### config.mk
export PLATFORM = sky130hd
export DESIGN_NAME = fixed_divider
export DESIGN_NICKNAME = d
export VERILOG_FILES = /design/src/rtl/fixed_divider.sv
export SDC_FILE = /design/constraint.sdc
export NUM_CORES = 1
export LEC_CHECK = 0
export ABC_AREA = 1
export CAP_MARGIN = 40
export CORE_AREA = 2 2 120 122
export CTS_CLUSTER_SIZE = 25
export DETAILED_ROUTE_END_ITERATION = 8
export DIE_AREA = 0 0 122 124
export PLACE_DENSITY = 0.8
export SKIP_CTS_REPAIR_TIMING = 1
export SLEW_MARGIN = 40
export SYNTH_ARGS = -nofsm -noshare
export SYNTH_HDL_FRONTEND = slang
export SYNTH_SLANG_ARGS = --single-unit
export TNS_END_PERCENT = 5
### constraint.sdc
create_clock -name i_clk -period 2.5 [get_ports i_clk]
set_input_delay 0.5 -clock i_clk [delete_from_list [all_inputs] [get_ports i_clk]]
set_output_delay 0.5 -clock i_clk [all_outputs]
set_load 0.02 [all_outputs]
### src/rtl/fixed_divider.sv
// Sequential signed fixed-point divider: restoring division on magnitudes, one quotient bit per clock.
// Define FIXED_DIVIDER_ROUND_EN for round-half-away-from-zero; otherwise the result truncates toward zero.
module fixed_divider #(
  parameter int unsigned WORD_SIZE = 16,
  parameter int unsigned FRACTION  = 8
) (
  input  logic                 i_clk,
  input  logic                 i_rst_n,
  input  logic                 i_start,
  input  logic [WORD_SIZE-1:0] i_A,
  input  logic [WORD_SIZE-1:0] i_B,
  output logic [WORD_SIZE-1:0] o_quot,
  output logic                 o_valid,
  output logic                 o_busy,
  output logic                 o_div_zero
);

  localparam int unsigned W     = WORD_SIZE;
  localparam int unsigned N     = WORD_SIZE + FRACTION;
  localparam int unsigned CNT_W = (N > 1) ? $clog2(N) : 1;

  localparam logic [W-1:0] MAX_Q   = {1'b0, {(W-1){1'b1}}};
  localparam logic [W-1:0] MIN_Q   = {1'b1, {(W-1){1'b0}}};
  localparam logic [N:0]   MAX_MAG = (N+1)'(MAX_Q);
  localparam logic [N:0]   MIN_MAG = (N+1)'(MIN_Q);

  typedef enum logic [1:0] {
    S_IDLE = 2'd0,
    S_PREP = 2'd1,
    S_DIV  = 2'd2,
    S_FIX  = 2'd3
  } state_t;

  state_t           state_q, state_d;
  logic [W-1:0]     a_q, a_d;
  logic [W-1:0]     b_q, b_d;
  logic [W-1:0]     mag_b_q, mag_b_d;
  logic [N-1:0]     num_q, num_d;
  logic [N-1:0]     quo_q, quo_d;
  logic [W:0]       rem_q, rem_d;
  logic [CNT_W-1:0] cnt_q, cnt_d;
  logic             sign_q, sign_d;
  logic             a_neg_q, a_neg_d;
  logic             dz_q, dz_d;
  logic [W-1:0]     quot_q, quot_d;
  logic             valid_q, valid_d;
  logic             busy_q, busy_d;
  logic             dz_out_q, dz_out_d;

  logic [W-1:0]     mag_a_c, mag_b_c;
  logic [W+1:0]     rem_shift_c, diff_c;
  logic [N:0]       mag_r_c;
  logic [W-1:0]     res_c;

  // State and datapath registers
  always_ff @(posedge i_clk or negedge i_rst_n) begin
    if (!i_rst_n) begin
      state_q  <= S_IDLE;
      a_q      <= '0;
      b_q      <= '0;
      mag_b_q  <= '0;
      num_q    <= '0;
      quo_q    <= '0;
      rem_q    <= '0;
      cnt_q    <= '0;
      sign_q   <= 1'b0;
      a_neg_q  <= 1'b0;
      dz_q     <= 1'b0;
      quot_q   <= '0;
      valid_q  <= 1'b0;
      busy_q   <= 1'b0;
      dz_out_q <= 1'b0;
    end else begin
      state_q  <= state_d;
      a_q      <= a_d;
      b_q      <= b_d;
      mag_b_q  <= mag_b_d;
      num_q    <= num_d;
      quo_q    <= quo_d;
      rem_q    <= rem_d;
      cnt_q    <= cnt_d;
      sign_q   <= sign_d;
      a_neg_q  <= a_neg_d;
      dz_q     <= dz_d;
      quot_q   <= quot_d;
      valid_q  <= valid_d;
      busy_q   <= busy_d;
      dz_out_q <= dz_out_d;
    end
  end

  // Next-state, datapath and output logic
  always_comb begin
    state_d  = state_q;
    a_d      = a_q;
    b_d      = b_q;
    mag_b_d  = mag_b_q;
    num_d    = num_q;
    quo_d    = quo_q;
    rem_d    = rem_q;
    cnt_d    = cnt_q;
    sign_d   = sign_q;
    a_neg_d  = a_neg_q;
    dz_d     = dz_q;
    quot_d   = quot_q;
    valid_d  = 1'b0;
    busy_d   = busy_q;
    dz_out_d = dz_out_q;

    // 0x8000 keeps magnitude 0x8000 as an unsigned W-bit value
    mag_a_c = a_q[W-1] ? (~a_q + W'(1)) : a_q;
    mag_b_c = b_q[W-1] ? (~b_q + W'(1)) : b_q;

    rem_shift_c = {rem_q, num_q[N-1]};
    diff_c      = rem_shift_c - (W+2)'(mag_b_q);

`ifdef FIXED_DIVIDER_ROUND_EN
    mag_r_c = {1'b0, quo_q} + (N+1)'(({rem_q, 1'b0} >= (W+2)'(mag_b_q)));
`else
    mag_r_c = {1'b0, quo_q};
`endif

    if (!sign_q && (mag_r_c > MAX_MAG)) begin
      res_c = MAX_Q;
    end else if (sign_q && (mag_r_c > MIN_MAG)) begin
      res_c = MIN_Q;
    end else if (sign_q) begin
      res_c = ~mag_r_c[W-1:0] + W'(1);
    end else begin
      res_c = mag_r_c[W-1:0];
    end

    unique case (state_q)
      S_IDLE: begin
        if (i_start) begin
          a_d     = i_A;
          b_d     = i_B;
          busy_d  = 1'b1;
          state_d = S_PREP;
        end
      end
      S_PREP: begin
        sign_d  = a_q[W-1] ^ b_q[W-1];
        a_neg_d = a_q[W-1];
        mag_b_d = mag_b_c;
        num_d   = {mag_a_c, {FRACTION{1'b0}}};
        if (mag_b_c == '0) begin
          dz_d    = 1'b1;
          state_d = S_FIX;
        end else begin
          dz_d    = 1'b0;
          rem_d   = '0;
          quo_d   = '0;
          cnt_d   = '0;
          state_d = S_DIV;
        end
      end
      S_DIV: begin
        // Trial subtract; a set sign bit means restore
        if (!diff_c[W+1]) begin
          rem_d = diff_c[W:0];
          quo_d = {quo_q[N-2:0], 1'b1};
        end else begin
          rem_d = rem_shift_c[W:0];
          quo_d = {quo_q[N-2:0], 1'b0};
        end
        num_d = {num_q[N-2:0], 1'b0};
        cnt_d = cnt_q + CNT_W'(1);
        if (cnt_q == CNT_W'(N-1)) begin
          state_d = S_FIX;
        end
      end
      S_FIX: begin
        quot_d   = dz_q ? (a_neg_q ? MIN_Q : MAX_Q) : res_c;
        dz_out_d = dz_q;
        valid_d  = 1'b1;
        busy_d   = 1'b0;
        state_d  = S_IDLE;
      end
      default: state_d = S_IDLE;
    endcase
  end

  assign o_quot     = quot_q;
  assign o_valid    = valid_q;
  assign o_busy     = busy_q;
  assign o_div_zero = dz_out_q;

endmodule
## Word-level counts from Yosys, hierarchy flattened

Cells that the tools add are included.

- Equality and inequality tests: 7
- Muxes and demuxes: 24
- Reductions and logical operators: 11
- Add/sub/neg operators: 5
- Order comparisons: 2
- Bitwise operators: 4

Operator list:

| cell | count |
|---|---|
| $mux 16 | 7 |
| $pmux 24 s2 | 2 |
| $add 16x1->16 const B | 3 |
| $not 16->16 | 3 |
| $mux 17 | 2 |
| $pmux 17 s2 | 1 |
| $gt 24x15->1 const B | 1 |
| $gt 24x16->1 const B | 1 |
| $mux 24 | 1 |
| $sub 18x16->18 | 1 |
| $logic_not 16->1 | 1 |
| $pmux 5 s2 | 1 |
| $pmux 2 s4 | 1 |
| $reduce_and 2->1 | 4 |
| $ne 2x2->1 const B | 3 |
| $add 5x1->5 const B | 1 |
| $eq 5x5->1 const B | 1 |
| $mux 1 | 5 |
| $mux 5 | 1 |
| $eq 2x2->1 const B | 2 |
| $mux 2 | 2 |
| $reduce_bool 2->1 | 2 |
| $eq 2x1->1 const B | 1 |
| $logic_and 1x1->1 | 2 |
| 4 further kinds | 4 |

- Register bits: 142
- Output and inout port bits: 19
- Logic and storage cells: 68
- Input bits: 35

## Depth between registers and ports, before layout

Gate-level depths: netlist of the first run.

- Word-level depth: 6
- Mapped depth: 17
- Gate-level depth less buffers: 17

## Worst setup path after synthesis of the first run

No wires, ideal clock.

- Path type: register to register
- Start point: register mag_b_q[0]
- End point: register rem_q[14]
- Library setup time: 0.117 ns
- Path buffers: 0
- Cell stages (with the launch flop): 15
- Clock period less this slack: 2.009 ns
- Data arrival time: 1.893 ns
- Setup slack: 0.491 ns
- Data required time: 2.383 ns
- Cell sequence: dfrtp_1 ha_1 fa_1 o21ai_0 nand2_1 nand2_1 nand2_1 nand2_1 nand2_1 nand2_1 nand2_1 nand2_1 nor2_1 nand2_1 nand2_1

- Word-level cells in the longest chain between the ends: 3

Ends and longest elaborated chain:

| what | line | RTL |
|---|---|---|
| start: declaration | 37 | `logic [W-1:0] mag_b_q, mag_b_d;` |
| start signal: assignment | 77 | `mag_b_q <= mag_b_d;` |
| $sub 18x16->18 | 115 | `diff_c = rem_shift_c - (W+2)'(mag_b_q);` |
| $mux 17 | 160 | `if (!diff_c[W+1]) begin` |
| $pmux 17 s2 | 133 | `unique case (state_q)` |
| end signal: assignment | 80 | `rem_q <= rem_d;` |
| end: declaration | 40 | `logic [W:0] rem_q, rem_d;` |

No other way between the ends.
A chain may end at the register's enable or synchronous reset.

## Worst setup path in the final report of the first run

- Start point: register rem_q[7]
- End point: register rem_q[14]

- Word-level cells in the longest chain between the ends: 3

Ends and longest elaborated chain:

| what | line |
|---|---|
| $sub 18x16->18 | 115 |
| $mux 17 | 160 |
| $pmux 17 s2 | 133 |

No other way between the ends.

==> impl_metrics.py, run 1 <==
metrics = {
    "drt": {
        "drc": 0,
        "number_of_iterations_in_the_first_detailed_routing_pass": 6,
        "detail-route-antenna-nets": 0,
        "drt-initial-drc-count": 737,
        "avgRoutedWirePerCell_um": 14.1,
        "wire_length_reported_by_the_detailed_router_um": 19700,
        "vias": 7575,
        "via_per_inst": 5.42,
    },
    "grt": {
        "initial_antenna_violation_count": 0,
        "first_global_vias": 6858,
        "grtUsageTotal_pct": 27.5,
        "grt_max_degree": 59,
        "grt_first_pass_wirelength_um": 32700,
        "grt_overflow": 0,
    },
    "floorplanning": {
        "fp.dieArea_mm2": 0.0151,
        "ioPinCount": 54,
        "start_util_pct": 59.8,
        "area_of_the_core_mm2": 0.0137,
        "fp.dieW_um": 122,
        "row_count": 43,
        "die-height_um": 124,
    },
    "yosys": {
        "post_synthesis_async_set_or_reset_flop_share_pct": 100,
        "synthesis.area_mm2": 0.00820,
        "synthFlopType": "sky130_fd_sc_hd__dfrtp_1",
        "synth.ff_latch_count": 134,
        "synth.net_count": 1219,
        "share_of_the_yosys_chip_area_belonging_to_registers_pct": 40.9,
        "ys.warnings.count": 0,
        "synth_edf_count": 0,
        "synth_compound_gate_area_share_pct": 9.79,
        "synth_cells": 1159,
        "synth.area.mux_share_pct": 0,
        "synth_top_family_by_area": "simple AND/OR/NAND/NOR gates",
        "synth-simple-area-share_pct": 34.9,
        "synthXorXnorAreaFrac_pct": 2.99,
        "synth.lib_cells_used.distinct": 42,
        "avgSynthCellArea_um2": 7.08,
        "adder_cell_share_of_the_synthesized_area_pct": 3.90,
    },
    "placement": {
        "placed_cell_area_mm2": 0.00890,
        "dp_hpwl_um": 13600,
        "portBuffers": 53,
        "dp_worst_setup_slack_ps": 249,
        "place_congestion": 0.947,
    },
    "run_status": {
        "outcome": "finished, final reports clean",
    },
    "worst_setup_path": {
        "setup.worst_path.start": "rem_q[7]",
        "crit_required_ps": 2870,
        "critical_path.top_delay_family": "simple AND/OR/NAND/NOR gates",
        "reg2reg_from": "rem_q[7]",
        "timing.critical_path.fanout_max": 10,
        "worstPathArrival_ps": 2730,
        "cells_along_the_critical_path": "ha_1 -> nand2_1 -> inv_1 -> nand2_1 -> nand2_1 -> inv_1 -> nand3_1 -> nand2_1 -> nand3_2 -> buf_4 -> nand3b_1 -> nand2_1 -> nor2_1 -> nand2_1 -> nand2_1",
        "timing_worst_setup_path_type": "register to register",
        "crit_path_start_kind": "register",
        "critical-path-slowest-cell": "sky130_fd_sc_hd__dfrtp_1",
        "critical_path.max_stage_delay_ps": 430,
        "number_of_buffer_and_inverter_stages_on_the_critical_path": 3,
        "worst_path_most_repeated_cell": "sky130_fd_sc_hd__nand2_1",
        "cp-end-kind": "register",
    },
    "clocking": {
        "cts_buffers": 17,
        "cts-htree-levels": 4,
        "cts_tree": "built",
        "cts-root-to-sink-buffers": 2,
        "cts_root_buf": "sky130_fd_sc_hd__clkbuf_16",
        "worst_setup_hold_path_clk_slew_ps": 60,
        "cts.sink_count": 134,
        "clk-insertion-delay-late_ps": 440,
    },
    "timing": {
        "post-route-min-period_ps": 2360,
        "finalSetupViolations": 0,
        "timing.final.max_slew_violations": 0,
        "finalHoldViolations": 0,
        "slew_headroom_pct": 51.3,
        "achievable-frequency_ghz": 0.424,
        "fin_skew_ps": 7.97,
        "worstMarginPinSlew_ps": 731,
        "rsz0062_at_grt": "yes",
        "final_min_period_over_clock_period_pct": 94.2,
        "crit_path_setup_slack_layout_ps": 144,
    },
    "final_layout": {
        "leading_cell_types_in_the_layout_fill_and_taps_excluded": "sky130_fd_sc_hd__nand2_1, sky130_fd_sc_hd__dfrtp_1, sky130_fd_sc_hd__nor2_1",
        "final_net_count": 1264,
        "post_route_cells_drive_above_1_share_pct": 6.16,
        "n_fill_cell": 1178,
        "final_common_cell": "sky130_fd_sc_hd__nand2_1",
        "area_of_all_sequential_standard_cells_mm2": 0.00335,
        "multi_input_area_mm2": 0.00425,
        "num_antenna_cells": 0,
        "areaGrowthSynthToFinish_pct": 16.1,
        "stdcell_area_mm2": 0.00952,
    },
    "run": {
        "max_cap_violation_count": 0,
    },
    "power_and_ir_drop": {
        "power_density_mw_per_mm2": 1430,
        "worst_ir_drop_vdd_v": 0.000781,
        "p_leak_nw": 4.90,
    },
    "worst_hold_path": {
        "hp-class": "primary input to async pin",
    },
}
[final cells by class]
cell class / count / area share (%)
clock buffers: 18 / 4.61
clock inverters: 14 / 1.84
inverters: 102 / 4.02
multi-input cells: 877 / 44.6
flip-flops and latches: 134 / 35.2
well taps: 180 / 2.36
repair buffers: 72 / 7.34
[flip-flops by register name, indices dropped and copies added (netlist names), 2 cells and up]
name	count
o_quot	16
b_q	16
mag_b_q	16
a_q	16
quo_q	24
cnt_q	5
num_q	16
rem_q	17
state_q	2
[per-stage QoR]
stage / total power, mW / hold WS, ps / TNS (ps) / instances / utilization [%]
floorplan: 9.02 / 204 / 0 / 1159 / -
global placement: 10.7 / 460 / 0 / 1365 / 64.8
detailed placement: 10.9 / 471 / 0 / 1365 / 64.9
CTS: 13.5 / 53.6 / 0 / 1397 / 69.3
global route: 14.8 / 80.5 / -91.8 / 1397 / 69.4
finish: 13.6 / 24.9 / 0 / 1397 / 69.4
[path summary, 6_finish.rpt]
kind,cells past startpoint,slack [ps],end
worst min register to register,2,480,num_q[17]
min in group i_clk,2,480,num_q[17]
max in group asynchronous,2,1830,o_quot[11]
worst max register to register,15,140,rem_q[14]
worst max-delay path,15,140,rem_q[14]
worst min-delay path,1,20,b_q[6]
[worst reg2reg max path, cell delays in order (launching register included)]
cell and delay, ps:
sky130_fd_sc_hd__dfrtp_1 430, sky130_fd_sc_hd__ha_1 350, sky130_fd_sc_hd__nand2_1 130, sky130_fd_sc_hd__inv_1 70, sky130_fd_sc_hd__nand2_1 60, sky130_fd_sc_hd__nand2_1 80, sky130_fd_sc_hd__inv_1 60, sky130_fd_sc_hd__nand3_1 110
sky130_fd_sc_hd__nand2_1 140, sky130_fd_sc_hd__nand3_2 220, sky130_fd_sc_hd__buf_4 260, sky130_fd_sc_hd__nand3b_1 90, sky130_fd_sc_hd__nand2_1 60, sky130_fd_sc_hd__nor2_1 110, sky130_fd_sc_hd__nand2_1 70, sky130_fd_sc_hd__nand2_1 80
[layer usage]
| metal | part of all wire [%] | global-route usage [%] | routed length (um) |
|---|---|---|---|
| met4 | 1.8 | 9.99 | 353 |
| met1 | 46 | 37.5 | 8990 |
| met3 | 5.2 | 4.53 | 1030 |
| met5 | 0 | 0 | 0 |
| met2 | 47 | 44.7 | 9290 |
[cell usage after synthesis, drive strengths merged (3+ instances only)]
library cell / n / area [um^2]
buf: 17 / 125
o211ai: 5 / 37.5
nor4: 3 / 18.8
ha: 24 / 300
nor2: 110 / 435
xnor2: 8 / 70.1
nand3: 58 / 300
nor3: 7 / 35.0
a31oi: 3 / 18.8
xor2: 20 / 175
nand2: 453 / 1730
a21oi: 49 / 257
inv: 101 / 379
nand3b: 37 / 290
dfrtp: 134 / 3350
o21ai: 79 / 395
nand4: 4 / 25.0
clkbuf: 29 / 109
o221ai: 5 / 43.8
[logic make-up after synthesis]
family	Yosys count
AOI/OAI and AO/OA	148
buffers and inverters	148
xor gates and xnor gates	28
adders and majority gates	25
and+or+nand+nor	676
DFF	134
[power breakdown]
| part | leakage, nW | internal [mW] | switching (mW) | total (mW) |
|---|---|---|---|---|
| sequential | 1.72 | 3.00 | 0.659 | 3.65 |
| clock | 0.299 | 1.60 | 1.01 | 2.62 |
| combinational | 2.88 | 2.59 | 4.74 | 7.32 |
| total | 4.90 | 7.18 | 6.41 | 13.6 |
(Power assumes the default switching activity.)
==> run 2, diff against run 1 <==
GPL_TIMING_DRIVEN = 0   (was not set)
RECOVER_POWER = 100   (was not set)
==> impl_metrics.py, run 2 (synthesized netlist as in run 1, its figures left out) <==
metrics = {
    "floorplanning": {
        "die-height_um": 124,
        "fp.dieArea_mm2": 0.0151,
        "area_of_the_core_mm2": 0.0137,
        "start_util_pct": 59.8,
        "ioPinCount": 54,
        "fp.dieW_um": 122,
        "row_count": 43,
    },
    "power_and_ir_drop": {
        "worst_ir_drop_vdd_v": 0.000653,
        "cellInternalPower_mw": 7.22,
        "power.share.switching_pct": 47.1,
        "p_leak_nw": 4.91,
        "power_density_mw_per_mm2": 1420,
        "seqPwrFrac_pct": 26.5,
        "net_switching_power_of_the_design_mw": 6.43,
        "clkPwrFrac_pct": 18.4,
        "combinationalPowerShare_pct": 55.1,
    },
    "worst_setup_path": {
        "critical_path.max_stage_delay_ps": 420,
        "cp-end-kind": "register",
        "worstPathArrival_ps": 2740,
        "timing.critical_path.fanout_max": 10,
        "timing_worst_setup_path_type": "register to register",
        "worst_path_most_repeated_cell": "sky130_fd_sc_hd__nand2_1",
        "rr_worst_depth": 12,
        "crit_path_start_kind": "register",
        "reg2reg_from": "rem_q[2]",
        "cells_along_the_critical_path": "ha_1 -> nand2_1 -> nor2_1 -> nand3_1 -> nand3_1 -> nand2_1 -> nand3_4 -> buf_4 -> nand3_1 -> a21oi_1 -> nand2_1 -> nand2_1",
        "critical-path-slowest-cell": "sky130_fd_sc_hd__dfrtp_1",
        "reg2reg_slack_ps": 120,
        "crit_required_ps": 2860,
        "rr_endpoint": "rem_q[7]",
    },
    "final_layout": {
        "postLayoutCoreUtil_pct": 69.9,
        "biggestRegsByFlops": "quo_q x24, rem_q x17",
        "n_fill_cell": 1168,
        "final_common_cell": "sky130_fd_sc_hd__nand2_1",
        "largest_register_ffs": 24,
        "num_antenna_cells": 0,
        "leading_cell_types_in_the_layout_fill_and_taps_excluded": "sky130_fd_sc_hd__nand2_1, sky130_fd_sc_hd__dfrtp_1, sky130_fd_sc_hd__nor2_1",
        "largest-register": "quo_q",
        "areaGrowthSynthToFinish_pct": 16.9,
        "post_route_cells_drive_above_1_share_pct": 5.30,
        "stdcell_area_mm2": 0.00959,
        "final_net_count": 1293,
    },
    "drt": {
        "wl_met1_um": 9360,
        "top_layer_used": "met4",
        "avgRoutedWirePerCell_um": 14.2,
        "wire_length_reported_by_the_detailed_router_um": 20200,
        "drc": 0,
        "detail-route-antenna-nets": 0,
        "wl_met3_um": 1120,
        "number_of_iterations_in_the_first_detailed_routing_pass": 5,
        "met2_wirelength_um": 9210,
        "drt-initial-drc-count": 705,
        "via_per_inst": 5.41,
        "vias": 7711,
    },
    "clocking": {
        "cts_buffers": 17,
        "cts-root-to-sink-buffers": 2,
        "cts.sink_count": 134,
        "cts_root_buf": "sky130_fd_sc_hd__clkbuf_16",
        "worst_setup_hold_path_clk_slew_ps": 60,
        "cts-htree-levels": 4,
        "cts_tree": "built",
        "clk-insertion-delay-late_ps": 420,
    },
    "run": {
        "max_cap_violation_count": 1,
    },
    "timing": {
        "finalHoldViolations": 0,
        "worstMarginPinSlew_ps": 1540,
        "slew_headroom_pct": -2.81,
        "post-route-min-period_ps": 2380,
        "fin_skew_ps": 8.78,
        "final_min_period_over_clock_period_pct": 95.3,
        "finalSetupViolations": 0,
        "timing.final.max_slew_violations": 61,
        "achievable-frequency_ghz": 0.420,
    },
    "grt": {
        "grt_max_degree": 75,
        "grt_overflow": 0,
        "first_global_vias": 7137,
        "grt_first_pass_wirelength_um": 34300,
        "initial_antenna_violation_count": 0,
        "grtUsageTotal_pct": 28.8,
    },
    "worst_hold_path": {
        "hp-class": "primary input to async pin",
    },
    "placement": {
        "portBuffers": 53,
        "dp_hpwl_um": 14700,
        "place_congestion": 0.945,
        "placed_cell_area_mm2": 0.00899,
    },
    "run_status": {
        "violations_in_the_final_reports": "max-capacitance violations, max-slew violations",
        "outcome": "finished with violations",
    },
}
-- run 2: cell count changes in the layout (fill, tap and decap cells not counted), sizes merged --
cell,delta
clkbuf,+42
clkdlybuf4s50,-19
dlygate4sd3,+19
buf,-6
clkinv,-4
inv,-2
bufinv,-1
clkinvlp,-1
-- run 2: cell type report --
cell class	count	area (um^2)	area share [%]
flip-flops and latches	134	3350	35.0
multi-input cells	877	4250	44.3
well taps	180	225	2.35
inverters	102	383	3.99
plain buffers	46	226	2.36
repair buffers	55	561	5.85
clock inverters	6	90.1	0.939
clock buffers	25	505	5.27
-- run 2: worst max-delay path by stage --
stage                           from         to  slack [ps]  cells after the start
after floorplan           mag_b_q[0]  rem_q[14]         490                     14
after global placement       i_rst_n  o_quot[8]       -4340                      1
after detailed placement     i_start    b_q[13]         -60                      7
after CTS                   rem_q[2]  rem_q[16]         110                     14
after global routing        rem_q[1]   rem_q[7]         -30                     15
final                       rem_q[2]   rem_q[7]         120                     12
-- run 2: stage by stage --
stage	TNS (ps)	cells	hold WS (ps)	setup slack, ps	power [mW]
finish	0	1425	459	117	13.6
global route	-40.0	1425	497	-26.4	14.9
CTS	0	1424	21.4	107	13.6
detailed placement	-84.8	1393	465	-55.6	11.0
global placement	-579230	1392	464	-4340	10.9
floorplan	0	1159	204	491	9.02
-- run 2: worst max-delay path: cells and delay by family (launching register included) --
family	cells	cell delay (ps)
flops	1	420
buf+inv	1	210
compound gates	1	240
simple gates	9	1060
fa+ha+maj	1	380
-- run 2: per-layer routing --
metal	GRT usage, %	vias up
met5	0	-
met3	5.13	42
met1	40.4	3595
met2	44.4	243
met4	11.3	0
li1	-	3831
-- run 2: power by group through the flow --
| stage | Sequential, mW | Combinational (mW) | Clock (mW) |
|---|---|---|---|
| after floorplan | 3.62 | 5.40 | 0 |
| after global placement | 3.61 | 7.27 | 0 |
| after detailed placement | 3.63 | 7.41 | 0 |
| after CTS | 3.61 | 7.47 | 2.54 |
| after global routing | 3.71 | 8.54 | 2.65 |
| final | 3.62 | 7.52 | 2.51 |
==> run 3, diff against run 2 <==
CORE_AREA = 5 5 123 125   (was 2 2 120 122)
DIE_AREA = 0 0 128 130   (was 0 0 122 124)
==> impl_metrics.py, run 3 (synthesized netlist as in run 1, its figures left out) <==
metrics = {
    "floorplanning": {
        "start_util_pct": 59.6,
        "fp.dieW_um": 128,
        "area_of_the_core_mm2": 0.0138,
        "die-height_um": 130,
        "row_count": 43,
        "ioPinCount": 54,
        "fp.dieArea_mm2": 0.0166,
    },
    "clocking": {
        "clk-insertion-delay-late_ps": 420,
        "worst_setup_hold_path_clk_slew_ps": 50,
        "cts.sink_count": 134,
        "cts-htree-levels": 4,
        "cts_buffers": 17,
        "cts_tree": "built",
        "cts-root-to-sink-buffers": 2,
        "cts_root_buf": "sky130_fd_sc_hd__clkbuf_16",
    },
    "worst_setup_path": {
        "worst_path_most_repeated_cell": "sky130_fd_sc_hd__nand2_1",
        "critical_path.top_delay_family": "simple AND/OR/NAND/NOR gates",
        "cp-end-kind": "register",
        "crit_path_start_kind": "register",
        "number_of_buffer_and_inverter_stages_on_the_critical_path": 3,
        "critical_path.max_stage_delay_ps": 410,
        "timing.critical_path.fanout_max": 10,
        "worstPathArrival_ps": 2780,
        "cells_along_the_critical_path": "ha_1 -> nand2_1 -> inv_1 -> nand2_1 -> nand2_1 -> inv_1 -> nand3_1 -> nand2_1 -> nand3_2 -> buf_4 -> nand3_1 -> a21oi_1 -> nand2_1 -> nand2_1",
        "critical-path-slowest-cell": "sky130_fd_sc_hd__dfrtp_1",
        "timing_worst_setup_path_type": "register to register",
        "crit_required_ps": 2850,
    },
    "grt": {
        "grt_max_degree": 75,
        "initial_antenna_violation_count": 0,
        "grtUsageMet3_pct": 4.50,
        "busiest_layer": "met2",
        "first_global_vias": 7033,
        "gr_met2_demand_resource_pct": 39.6,
        "gr-usage-met1_pct": 36.3,
        "grtUsageTotal_pct": 25.4,
        "grt_first_pass_wirelength_um": 34000,
        "grt_overflow": 0,
    },
    "timing": {
        "finalHoldViolations": 0,
        "timing.final.max_slew_violations": 61,
        "post-route-min-period_ps": 2420,
        "worstMarginPinSlew_ps": 1560,
        "slew_headroom_pct": -4.03,
        "achievable-frequency_ghz": 0.413,
        "fin_skew_ps": 8.71,
        "rsz0062_at_grt": "yes",
        "final_min_period_over_clock_period_pct": 96.9,
        "finalSetupViolations": 0,
    },
    "power_and_ir_drop": {
        "worst_ir_drop_vdd_v": 0.000713,
        "finalPower_mw": 13.5,
        "cellInternalPower_mw": 7.13,
        "p_leak_nw": 4.91,
        "clkPwrFrac_pct": 17.9,
        "power_density_mw_per_mm2": 1420,
        "seqPwrFrac_pct": 26.6,
        "combinationalPowerShare_pct": 55.5,
        "net_switching_power_of_the_design_mw": 6.42,
        "power.share.switching_pct": 47.4,
    },
    "final_layout": {
        "post_route_cells_drive_above_1_share_pct": 5.06,
        "largest-register": "quo_q",
        "leading_cell_types_in_the_layout_fill_and_taps_excluded": "sky130_fd_sc_hd__nand2_1, sky130_fd_sc_hd__dfrtp_1, sky130_fd_sc_hd__nor2_1",
        "final_net_count": 1292,
        "areaGrowthSynthToFinish_pct": 16.5,
        "stdcell_area_mm2": 0.00956,
        "num_antenna_cells": 0,
        "largest_register_ffs": 24,
        "final_common_cell": "sky130_fd_sc_hd__nand2_1",
        "biggestRegsByFlops": "quo_q x24, rem_q x17",
    },
    "drt": {
        "avgRoutedWirePerCell_um": 14.2,
        "vias": 7621,
        "drc": 0,
        "detail-route-antenna-nets": 0,
        "drt-initial-drc-count": 634,
        "wire_length_reported_by_the_detailed_router_um": 20200,
        "number_of_iterations_in_the_first_detailed_routing_pass": 5,
        "via_per_inst": 5.35,
    },
    "run": {
        "max_cap_violation_count": 1,
    },
    "placement": {
        "placed_cell_area_mm2": 0.00899,
        "dp_hpwl_um": 14900,
        "portBuffers": 53,
        "place_congestion": 0.912,
    },
    "worst_hold_path": {
        "hp-class": "primary input to async pin",
    },
    "run_status": {
        "outcome": "finished with violations",
        "violations_in_the_final_reports": "max-capacitance violations, max-slew violations",
    },
}
## run 3: changes by cell type in the layout (fill, tap and decap cells not counted), sizes merged
cell / previous run / this run
clkbuf: 60 / 58
clkinv: 3 / 5
clkinvlp: 1 / 2
inv: 102 / 101
## run 3: path summary, 6_finish.rpt
check	start	end	slack, ps	depth (start not counted)
worst max-delay path	rem_q[6]	rem_q[7]	80	14
worst min-delay path	i_rst_n	b_q[13]	480	1
worst max register to register	rem_q[6]	rem_q[7]	80	14
worst min register to register	quo_q[23]	quo_q[23]	480	2
max in group asynchronous	i_rst_n	o_div_zero	970	2
min in group i_clk	quo_q[23]	quo_q[23]	480	2
## run 3: worst reg2reg max path, delay by kind of cell (launching register included)
| kind | cells | cell delay (ps) |
|---|---|---|
| AND/OR/NAND/NOR | 9 | 950 |
| adder cells (fa/ha/maj) | 1 | 370 |
| AO/OA/AOI/OAI | 1 | 240 |
| buffers and inverters | 3 | 390 |
| flip-flops | 1 | 410 |
## run 3: area by class of cell
class	count	area (um^2)
multi-input cells	877	4240
fillers	1216	4210
flip-flops and latches	134	3350
repair buffers	54	553
clock buffers	24	472
inverters	102	383
plain buffers	46	231
well taps	180	225
clock inverters	8	98.8
## run 3: power by group through the flow
stage	Sequential [mW]	Clock, mW	Combinational, mW
2_1_floorplan	3.62	0	5.40
3_3_place_gp	3.60	0	7.33
3_5_place_dp	3.62	0	7.45
4_1_cts	3.60	2.44	7.51
5_1_grt	3.71	2.56	8.46
6_report	3.60	2.42	7.52
## run 3: routing by layer
metal	share of wire (%)	wire (um)	vias up
met5	0	0	-
met4	1.8	366	0
met3	5.4	1100	32
met2	45	9180	216
met1	47	9580	3527
li1	-	-	3846
## run 3: per-stage QoR
step	setup slack (ps)	setup TNS (ps)	hold WS [ps]	util (%)	std cells
floorplan	491	0	204	-	1159
global placement	-4370	-583980	462	65.0	1392
detailed placement	-2.96	-2.96	465	65.3	1393
CTS	60.0	0	25.2	69.4	1425
global route	-69.4	-970	496	69.4	1425
finish	77.1	0	476	69.4	1425
